--- src/rtl/result_batcher_pkg.sv ---
// result_batcher_pkg: shared types and widths for the result batcher.
package result_batcher_pkg;
  typedef enum logic {COLLECT = 1'b0, HOLD = 1'b1} state_e;
  localparam int DW_DEF = 8;
  function automatic int sum_w(input int dw, input int batch);
    return dw + $clog2(batch);
  endfunction
endpackage

--- src/rtl/result_fifo.sv ---
// result_fifo: synchronous FIFO with full/empty flags; overflowing pushes and underflowing pops are ignored.
module result_fifo #(
  parameter int W     = 8,
  parameter int DEPTH = 4
) (
  input  logic         clk,
  input  logic         rst,
  input  logic         push_i,
  input  logic [W-1:0] wdata_i,
  input  logic         pop_i,
  output logic [W-1:0] rdata_o,
  output logic         full_o,
  output logic         empty_o
);
  localparam int AW = $clog2(DEPTH);
  logic [W-1:0] mem_q [DEPTH];
  logic [AW-1:0] wr_q, rd_q;
  logic [AW:0] cnt_q;
  logic do_push, do_pop;
  assign full_o  = cnt_q == (AW+1)'(DEPTH);
  assign empty_o = cnt_q == '0;
  assign do_push = push_i && !full_o;
  assign do_pop  = pop_i && !empty_o;
  assign rdata_o = mem_q[rd_q];
  always_ff @(posedge clk) begin
    if (do_push) mem_q[wr_q] <= wdata_i;
  end
  // Pointers wrap naturally because DEPTH is a power of two.
  always_ff @(posedge clk) begin
    if (rst) begin
      wr_q  <= '0;
      rd_q  <= '0;
      cnt_q <= '0;
    end else begin
      wr_q  <= do_push ? wr_q + AW'(1) : wr_q;
      rd_q  <= do_pop ? rd_q + AW'(1) : rd_q;
      cnt_q <= cnt_q + (AW+1)'(do_push) - (AW+1)'(do_pop);
    end
  end
endmodule

--- src/rtl/result_batcher.sv ---
// result_batcher: buffers result pulses and emits per-batch sum/max on valid/ready.
// Define RESULT_BATCHER_MAX_EN to build the max tracker; otherwise out_max is tied to 0.
module result_batcher
  import result_batcher_pkg::*;
#(
  parameter int  BATCH      = 4,
  parameter int  DW         = DW_DEF,
  parameter int  FIFO_DEPTH = 4,
  localparam int SW         = sum_w(DW, BATCH)
) (
  input  logic          clk,
  input  logic          rst,
  input  logic          in_valid,
  input  logic [DW-1:0] in_data,
  output logic          in_ready,
  output logic          out_valid,
  input  logic          out_ready,
  output logic [SW-1:0] out_sum,
  output logic [DW-1:0] out_max,
  output logic          drop_err
);
  localparam int CW = $clog2(BATCH);
  state_e state_q, state_d;
  logic [CW-1:0] cnt_q, cnt_d;
  logic [SW-1:0] sum_q, sum_d;
  logic [DW-1:0] head;
  logic full, empty, pop, accept, drop_q;
  result_fifo #(.W(DW), .DEPTH(FIFO_DEPTH)) u_fifo (
    .clk     (clk),
    .rst     (rst),
    .push_i  (in_valid),
    .wdata_i (in_data),
    .pop_i   (pop),
    .rdata_o (head),
    .full_o  (full),
    .empty_o (empty)
  );
  assign in_ready  = !full;
  assign out_valid = state_q == HOLD;
  assign out_sum   = sum_q;
  assign drop_err  = drop_q;
  assign pop       = (state_q == COLLECT) && !empty;
  assign accept    = out_valid && out_ready;
  always_comb begin
    sum_d   = accept ? '0 : pop ? sum_q + SW'(head) : sum_q;
    cnt_d   = accept ? '0 : pop ? cnt_q + CW'(1) : cnt_q;
    state_d = accept ? COLLECT : (pop && cnt_q == CW'(BATCH - 1)) ? HOLD : state_q;
  end
  always_ff @(posedge clk) begin
    if (rst) begin
      state_q <= COLLECT;
      cnt_q   <= '0;
      sum_q   <= '0;
      drop_q  <= 1'b0;
    end else begin
      state_q <= state_d;
      cnt_q   <= cnt_d;
      sum_q   <= sum_d;
      drop_q  <= drop_q | (in_valid & full);
    end
  end
`ifdef RESULT_BATCHER_MAX_EN
  logic [DW-1:0] max_q, max_d;
  assign out_max = max_q;
  always_comb max_d = accept ? '0 : (pop && head > max_q) ? head : max_q;
  always_ff @(posedge clk) begin
    if (rst) max_q <= '0;
    else max_q <= max_d;
  end
`else
  assign out_max = '0;
`endif
endmodule

--- config.mk ---
export PLATFORM = sky130hd
export DESIGN_NAME = result_batcher
export DESIGN_NICKNAME = d
export VERILOG_FILES = /design/src/rtl/result_batcher_pkg.sv /design/src/rtl/result_fifo.sv /design/src/rtl/result_batcher.sv
export SDC_FILE = /design/constraint.sdc
export NUM_CORES = 1
export LEC_CHECK = 0
export CAP_MARGIN = 15
export CORE_ASPECT_RATIO = 0.6
export CORE_MARGIN = 2
export CORE_UTILIZATION = 49
export DETAILED_ROUTE_END_ITERATION = 7
export PLACE_DENSITY = 0.75
export SYNTH_ARGS = -nofsm -noshare
export SYNTH_HDL_FRONTEND = slang
export SYNTH_SLANG_ARGS = --single-unit
export TNS_END_PERCENT = 50
--- constraint.sdc ---
create_clock -name clk -period 2.4 [get_ports clk]
set_input_delay 0.72 -clock clk [delete_from_list [all_inputs] [get_ports clk]]
set_output_delay 0.72 -clock clk [all_outputs]
set_load 0.05 [all_outputs]
==> Word-level counts from Yosys, hierarchy flattened <==
Memory sizes are Yosys's and may differ from the RTL's. A register that Yosys moved wholly into a read port is not among the register bits.
Index checks and enable logic that the tools add are counted.
{ "totals": {"word_cells": 32, "reg_bits": 21, "mem_count": 1, "ramBits": 32, "input_bits": 12} }
{ "mem_list": {"columns": ["memory", "words", "word_bits", "read_ports", "rd_clocked_by_memory_dff", "write_ports", "line", "text"], "rows": [
  ["u_fifo.mem_q", 4, 8, 1, 1, 1, "result_fifo.sv:16", "logic [W-1:0] mem_q [DEPTH];"]
]} }
{ "classes": {"n_eq_ne": 2, "mux": 4, "n_bitwise": 3, "addsub": 6, "reduce_logical": 9} }
{ "op_table": {"columns": ["cell", "n"], "rows": [
  ["adder 10 x 8 -> 10 bit", 1],
  ["adder 2 x 1 -> 2 bit, second input constant", 3],
  ["logical AND 1 bit", 5],
  ["two-way mux 2 bit", 2],
  ["adder 3 x 1 -> 3 bit", 1],
  ["equality test 3 bit, second input constant", 1],
  ["logical NOT 3 bit", 1],
  ["subtractor 3 x 1 -> 3 bit", 1],
  ["equality test 2 bit, second input constant", 1],
  ["logical NOT 1 bit", 2],
  ["two-way mux 1 bit", 2],
  ["OR reduction 2 bit", 1],
  ["bitwise AND 1 bit", 1],
  ["NOT 1 bit", 1],
  ["OR 1 bit", 1]
]} }

==> Depth between registers and ports, before layout <==
Gate-level depths: netlist of run 1.
{ "logic_depth": {"word_depth": 6, "mapped_depth": 11, "ltp_nobuf": 10} }

==> Modules after synthesis <==
A second synthesis of run 1 with hierarchy kept.
{ "hier_totals": {"cells_unflattened": 218, "hier_area_um2": 2620.0} }
{ "by_module_without_submodules": {"columns": ["module", "cells_each", "n_inst", "area_per_inst_um2"], "rows": [
  ["result_fifo", 93, 1, 1634.1],
  ["result_batcher", 125, 1, 985.9]
]} }

==> Least setup slack after synthesis of run 1 <==
OpenSTA, ideal clock, no wires.
{ "synth_path": {"path_kind": "register to register", "start": "register state_q, in the netlist out_valid", "end": "register u_fifo.cnt_q[2]", "period_less_slack_ps": 2480, "arrival_time_ps": 2352, "n_path_buf": 1, "path_stages_with_launch": 11, "setup_slack_ps": -80, "path_cell_list": "dfxtp_1 -> nand2b_4 -> inv_2 -> buf_2 -> ha_1 -> inv_1 -> ha_1 -> fa_1 -> xnor2_1 -> xnor2_1 -> nor2_1"} }
{ "synth_via": {"elab_chain_cells": 4} }
{ "synth_lines": {"columns": ["item", "line", "text"], "rows": [
  ["from (decl)", "result_batcher.sv:23", "state_e state_q, state_d;"],
  ["from (signal assigned)", "result_batcher.sv:56", "state_q <= state_d;"],
  ["NOT 1 bit", "result_batcher.sv:42", "assign pop = (state_q == COLLECT) && !empty;"],
  ["logical AND 1 bit", "result_batcher.sv:42", null],
  ["via pop", "result_batcher.sv:27", "logic full, empty, pop, accept, drop_q;"],
  ["logical AND 1 bit", "result_fifo.sv:23", "assign do_pop = pop_i && !empty_o;"],
  ["subtractor 3 x 1 -> 3 bit", "result_fifo.sv:37", "cnt_q <= cnt_q + (AW+1)'(do_push) - (AW+1)'(do_pop);"],
  ["to (signal assigned)", "result_fifo.sv:37", null],
  ["to (decl)", "result_fifo.sv:18", "logic [AW:0] cnt_q;"]
]} }
The timed path passes the listed nets, and every way through them passes these cells.
A chain may end at the register's enable or synchronous reset.

==> Worst setup path after layout of run 1 <==
{ "layout_path": {"start": "register sum_q[4], in the netlist out_sum[4]", "end": "output out_sum[4]"} }
{ "layout_rtl": {"columns": ["item", "line", "text"], "rows": [
  ["from (decl)", "result_batcher.sv:25", "logic [SW-1:0] sum_q, sum_d;"],
  ["from (signal assigned)", "result_batcher.sv:58", "sum_q <= sum_d;"],
  ["to (decl)", "result_batcher.sv:18", "output logic [SW-1:0] out_sum,"]
]} }
No word-level cell between the ends.

==> results of run 1 <==
placed cells by master (no fill, tap or decap), types with 6 or more instances in the layout:
master,instances
edfxtp_1,32
clkdlybuf4s50_1,23
dfxtp_1,21
nor2_1,16
nand2_1,14
a21oi_1,12
buf_4,12
ha_1,11
inv_1,10
mux4_2,8
conb_1,8
xnor2_1,6
nand3_1,6
worst paths after layout:
check              from    endpoint  cells past startpoint  slack (ns)
max reg2reg    register  out_sum[8]                      9        0.09
min            cnt_q[1]    cnt_q[1]                      2        0.47
max          out_sum[4]  out_sum[4]                      1        0.09
min reg2reg    cnt_q[1]    cnt_q[1]                      2        0.47
flip-flops by register name (all words and copies together), names as in the netlist, named ones only:
| register | count |
|---|---|
| cnt_q | 2 |
| drop_err | 1 |
| out_sum | 10 |
| out_valid | 1 |
| u_fifo.cnt_q | 3 |
| u_fifo.mem_q | 32 |
| u_fifo.rd_q | 2 |
| u_fifo.wr_q | 2 |
cell usage after synthesis, drive strengths merged (6+ instances only):
| cell type | number |
|---|---|
| nor2 | 16 |
| edfxtp | 32 |
| nand3 | 6 |
| dfxtp | 23 |
| inv | 11 |
| nand2 | 14 |
| ha | 15 |
| o21ai | 6 |
| a21oi | 13 |
| xnor2 | 7 |
| buf | 12 |
| mux4 | 8 |
logic make-up (layout without fill, tap and decap cells):
kind of cell	Yosys count	in the layout	synth area share, %
other	1	8	0.148
and+or+nand+nor	60	60	11.9
buffers and inverters	25	54	5.03
AOI/OAI and AO/OA	31	31	7.29
muxes	10	10	7.89
xor gates and xnor gates	8	8	2.76
DFF	55	55	56.0
adders and majority gates	17	17	8.97
routing by layer:
| layer | wire length, µm | vias up | GRT usage (%) | part of all wire (%) |
|---|---|---|---|---|
| met2 | 2020 | 38 | 24.3 | 44 |
| met1 | 2330 | 759 | 23.6 | 51 |
| met3 | 177 | 7 | 4.21 | 3.8 |
| met4 | 72 | 0 | 6.04 | 1.6 |
| li1 | - | 803 | - | - |
| met5 | 0 | - | 0 | 0 |
timing repair:
action,CTS,global route
endpoints found under the setup margin,3,5
gates resized for setup,2,17
pin swaps,0,2
where the power goes:
group	total, mW	leakage [nW]	switching (mW)	internal, mW
Sequential	1.34	0.484	0.141	1.20
Clock	0.554	0.0515	0.334	0.220
Combinational	2.01	0.616	1.11	0.901
tightest hold or removal path, stage by stage (launching register included):
cell	delay (ns)
dfxtp_1	0.33
nand2_1	0.05
a21oi_1	0.05
per-stage QoR:
step                      hold slack (ns)  utilization (%)  instances
after floorplan                     0.440                -        214
after global placement              0.448             57.3        301
after detailed placement            0.458             57.3        301
after CTS                           0.472             59.5        309
after global routing                0.493             61.4        309
final                               0.471             61.4        309
final cells by class:
class | instances | area [µm²] | area share, %
inverters | 11 | 41.3 | 1.34
multi-input cells | 134 | 1110 | 36.1
flip-flops and latches | 55 | 1430 | 46.2
clock buffers | 5 | 68.8 | 2.23
clock inverters | 3 | 33.8 | 1.09
repair buffers | 35 | 320 | 10.4
well taps | 66 | 82.6 | 2.68
==> run_results.csv, run 1 <==
group,metric,value,unit
critical_path,path_cells,"clkdlybuf4s50_1",
cts,clockBufferDepth,2,
grt,grt_max_degree,21,
power,power_density,1270,mW/mm²
critical_path,cp.required,1.68,ns
cts,h-tree-depth,2,
cts,post_cts.repair.setup_buffers,0,
cts,clkLatencyLatePin,0.32,ns
drt,via_per_inst,5.20,
cells_and_area,drive_gt1_share,18.5,%
sta,fin_crit,2.31,ns
yosys,yosysSeqAreaShare,56.0,%
cts,cts_sinks,55,
cts,cts_buffers,5,
sta,relSlewSlack,65.2,%
cts,path_clk_slew,0.11,ns
sta,finalCritPeriodShare,96.3,%
yosys,async_reset_ff_share,0,%
yosys,synth_area_leaders,"edfxtp_1, dfxtp_1, ha_1",
placement,dpl.hpwl,3280,µm
cells_and_area,diodes,0,
cells_and_area,fillerInstances,411,
critical_path,path_delay_family,"buffers and inverters",
sta,timing_worst_slew_pin_value,0.522,ns
yosys,synth_edf_count,32,
yosys,synth_seq_cells,55,
sta,fin_ws,0.0889,ns
yosys,synth_warnings,0,
drt,drc,0,
grt,antenna_found_initial,0,
critical_path,cp_max_fo,3,
floorplan,ioPinCount,33,
sta,final_hold_viol_count,0,
placement,routabilityCongestion,0.804,
sta,timing.fmax,433,MHz
cells_and_area,syn_to_final_growth,21.6,%
cts,ctsHoldBuffers,0,
sta,setup_violations,0,
floorplan,fp.dieW,96.9,µm
grt,grt_usage,16.4,%
drt,drt-initial-drc-count,60,
yosys,netlist.area_leader.share,37.9,%
floorplan,dieHeight,59.8,µm
placement,placed_area,0.00288,mm²
cells_and_area,nets,271,
floorplan,start_util,50.5,%
sta,rsz0062_at_grt,"yes",
drt,num_vias,1607,
critical_path,path_class,"register to output pin",
critical_path,cp-start-kind,"register",
yosys,ys_types,39,
drt,wl_per_cell,14.9,µm
drt,dr.pass1.iters,4,
yosys,syn_area,0.00254,mm²
floorplan,coreArea,0.00503,mm²
critical_path,cp_num_buf_inv,1,
critical_path,endpoint_kind,"output pin",
placement,io_buffers,24,
yosys,synth_cells,207,
drt,drtAntennaViolNets,0,
grt,grt.overflow.total,0,
power,ir_drop,0.474,mV
placement,dp_slack,-0.0178,ns
drt,wirelength,4610,µm
cts,cts_tree,"done",
critical_path,arrival,1.59,ns
grt,grt_pass1_vias,1451,
yosys,synth_top_flop_cell,"edfxtp_1",
power,p_leak,1.15,nW
floorplan,rows,20,
cts,clockRootBuffer,"clkbuf_8",
yosys,syn_avg_cell_area,12.3,µm²
floorplan,die-area,0.00579,mm²
run_status,status,"completed",
cells_and_area,finish.instance_area,0.00309,mm²
power,finalPower,3.91,mW
grt,grt_pass1_wl,7130,µm
yosys,yosysTopAreaCell,"edfxtp_1",
sta,finalSetupTns,0,ns
critical_path,critPathSlowestCell,"clkdlybuf4s50_1",
sta,drv_slew,0,
critical_path,critPathMaxStageDelay,0.84,ns
sta,clock_skew,0.00751,ns
hold_path,hp-class,"register to register",
flow_run,cap_viol_max_count,0,
No activity file was read; power rests on OpenSTA's default activity.
==> run 2, diff against run 1 <==
--- a/config.mk
+++ b/config.mk
@@ -8,9 +8,9 @@
 export CAP_MARGIN = 15
 export CORE_ASPECT_RATIO = 0.6
 export CORE_MARGIN = 2
-export CORE_UTILIZATION = 49
+export CORE_UTILIZATION = 59
 export DETAILED_ROUTE_END_ITERATION = 7
-export PLACE_DENSITY = 0.75
+export PLACE_DENSITY = 0.84
 export SYNTH_ARGS = -nofsm -noshare
 export SYNTH_HDL_FRONTEND = slang
 export SYNTH_SLANG_ARGS = --single-unit
==> constraint.sdc (replaced) <==
create_clock -name clk -period 2.7 [get_ports clk]
set_input_delay 0.81 -clock clk [delete_from_list [all_inputs] [get_ports clk]]
set_output_delay 0.81 -clock clk [all_outputs]
set_load 0.05 [all_outputs]
==> run 2 against run 1 <==
  * Non-clock buffer count shrank 3
  * Utilization increased by 11 points
  * Die area is 16% lower
  * Final area down 3.6%
  * Critical path depth grew 8
  * Clock skew about the same
  * Critical path type is now register to register
  * Critical endpoint is now out_sum[8]
  * Largest cell class unchanged
  * Highest routed layer unchanged
==> run_results.csv, run 2 (synthesis gave the netlist of run 1 again) <==
group,metric,value,unit
drt,met3_length,220,µm
grt,antenna_found_initial,0,
drt,num_vias,1607,
power,p_seq_share,35.0,%
drt,wl_met1,2250,µm
critical_path,path_class,"register to register",
grt,grt_max_degree,20,
cells_and_area,largest_reg_flops,32,
cts,h-tree-depth,2,
drt,drt-initial-drc-count,59,
power,clkPwrFrac,17.0,%
critical_path,path_cells,"mux4_2 -> ha_1 -> inv_1 -> fa_1 -> nand2b_1 -> a21oi_1 -> o22ai_1 -> or4_1 -> o21ai_1",
sta,finalSetupTns,0,ns
cells_and_area,nets,268,
drt,dr.pass1.iters,4,
sta,setup_violations,0,
sta,fin_crit,2.50,ns
critical_path,endpoint_kind,"register",
cells_and_area,drive_gt1_share,11.7,%
floorplan,rows,18,
cells_and_area,mostFrequentLayoutCell,"edfxtp_1",
critical_path,critPathMaxStageDelay,0.41,ns
sta,final_hold_viol_count,0,
cts,ctsHoldBuffers,0,
drt,routed-wl-met2,2330,µm
cts,cts_buffers,5,
critical_path,arrival,2.75,ns
critical_path,cp-start-kind,"register",
hold_path,hp-class,"register to register",
sta,timing_worst_slew_pin_value,0.541,ns
drt,wirelength,4860,µm
cts,cts_sinks,55,
floorplan,fp.dieW,88.7,µm
placement,io_buffers,24,
drt,via_per_inst,5.36,
cells_and_area,final_cell_mix,"edfxtp_1, clkdlybuf4s50_1, dfxtp_1",
power,power_frac_comb,48.0,%
cts,path_clk_slew,0.10,ns
cts,cts_tree,"done",
drt,highest_layer,"met4",
cells_and_area,diodes,0,
grt,grt_usage,21.8,%
power,p_leak,1.12,nW
grt,grt.overflow.total,0,
power,p_sw,1.34,mW
floorplan,ioPinCount,33,
sta,rsz0062_at_grt,"no",
cells_and_area,final_cells,300,
drt,wl_per_cell,16.2,µm
floorplan,dieHeight,54.8,µm
floorplan,start_util,61.6,%
critical_path,cp_num_buf_inv,1,
sta,finalCritPeriodShare,92.7,%
cells_and_area,syn_to_final_growth,17.2,%
run_status,status,"completed",
grt,grt_pass1_wl,7530,µm
critical_path,cp.required,2.95,ns
critical_path,critPathSlowestCell,"fa_1",
placement,dpl.hpwl,3500,µm
sta,drv_slew,0,
placement,dp.cells,292,
grt,grt_pass1_vias,1531,
floorplan,coreArea,0.00412,mm²
power,power_density,1140,mW/mm²
power,ir_drop,0.578,mV
cts,clkLatencyLatePin,0.32,ns
drt,drc,0,
sta,clock_skew,0.00738,ns
cts,clockRootBuffer,"clkbuf_8",
floorplan,die-area,0.00486,mm²
cts,clockBufferDepth,2,
critical_path,path_delay_family,"simple AND/OR/NAND/NOR gates",
sta,relSlewSlack,63.9,%
critical_path,cp_max_fo,4,
cells_and_area,regMostFlops,"u_fifo.mem_q",
sta,timing.fmax,400,MHz
drt,drtAntennaViolNets,0,
flow_run,cap_viol_max_count,0,
placement,routabilityCongestion,0.808,
power,intPower,2.04,mW
power,p_sw_share,39.7,%
## run 2: changes by cell type in the layout (fill, tap and decap cells not counted), moves of 2 or more
cell,delta
o21ai_0,+2
ha_1,+4
fa_1,+2
ha_4,-4
buf_4,-4
o21ai_1,-2
fa_2,-2
## run 2: power by group through the flow
stage / logic [mW] / registers (mW) / clock network (mW)
2_1_floorplan: 1.04 / 1.33 / 0
3_3_place_gp: 1.54 / 1.19 / 0
3_5_place_dp: 1.60 / 1.20 / 0
4_1_cts: 1.62 / 1.18 / 0.581
5_1_grt: 1.78 / 1.20 / 0.614
6_report: 1.62 / 1.18 / 0.575
## run 2: metrics by stage
step                total power [mW]  utilization (%)  hold slack, ns  area, µm²  setup WS (ns)
CTS                             3.39             72.1           0.475       2970         0.0546
detailed placement              2.80             69.2           0.461       2850          0.186
floorplan                       2.38                -           0.440       2560          0.220
global route                    3.59             72.2           0.502       2980         0.0504
global placement                2.73             69.2           0.448       2850          0.207
finish                          3.38             72.2           0.476       2980          0.198
## run 2: final timing paths
kind	start	end	slack (ns)	cells past startpoint
max	register	out_sum[8]	0.20	9
min	cnt_q[1]	cnt_q[1]	0.48	2
max reg2reg	register	out_sum[8]	0.20	9
min reg2reg	cnt_q[1]	cnt_q[1]	0.48	2
## run 2: area by class of cell
| cell class | instances | area (µm²) |
|---|---|---|
| clock buffers | 5 | 68.8 |
| clock inverters | 3 | 50.0 |
| fillers | 288 | 1140 |
| inverters | 11 | 41.3 |
| multi-input cells | 134 | 1020 |
| flip-flops and latches | 55 | 1420 |
| well taps | 60 | 75.1 |
| repair buffers | 32 | 303 |
## run 2: repair_timing
action / in CTS / in global routing
endpoints found under the setup margin: 0 / 2
resized for setup: 0 / 2
buffers inserted: 0 / 0
## run 2: worst min-delay path: stages, from the launching register on
cell and delay, ns:
dfxtp_1 0.33, nand2_1 0.05, a21oi_1 0.06
## run 2: per-layer routing
| layer | global-route usage, % | vias to the layer above |
|---|---|---|
| li1 | - | 791 |
| met1 | 28.9 | 769 |
| met2 | 35.7 | 40 |
| met3 | 6.03 | 7 |
| met4 | 6.82 | 0 |
| met5 | 0 | - |
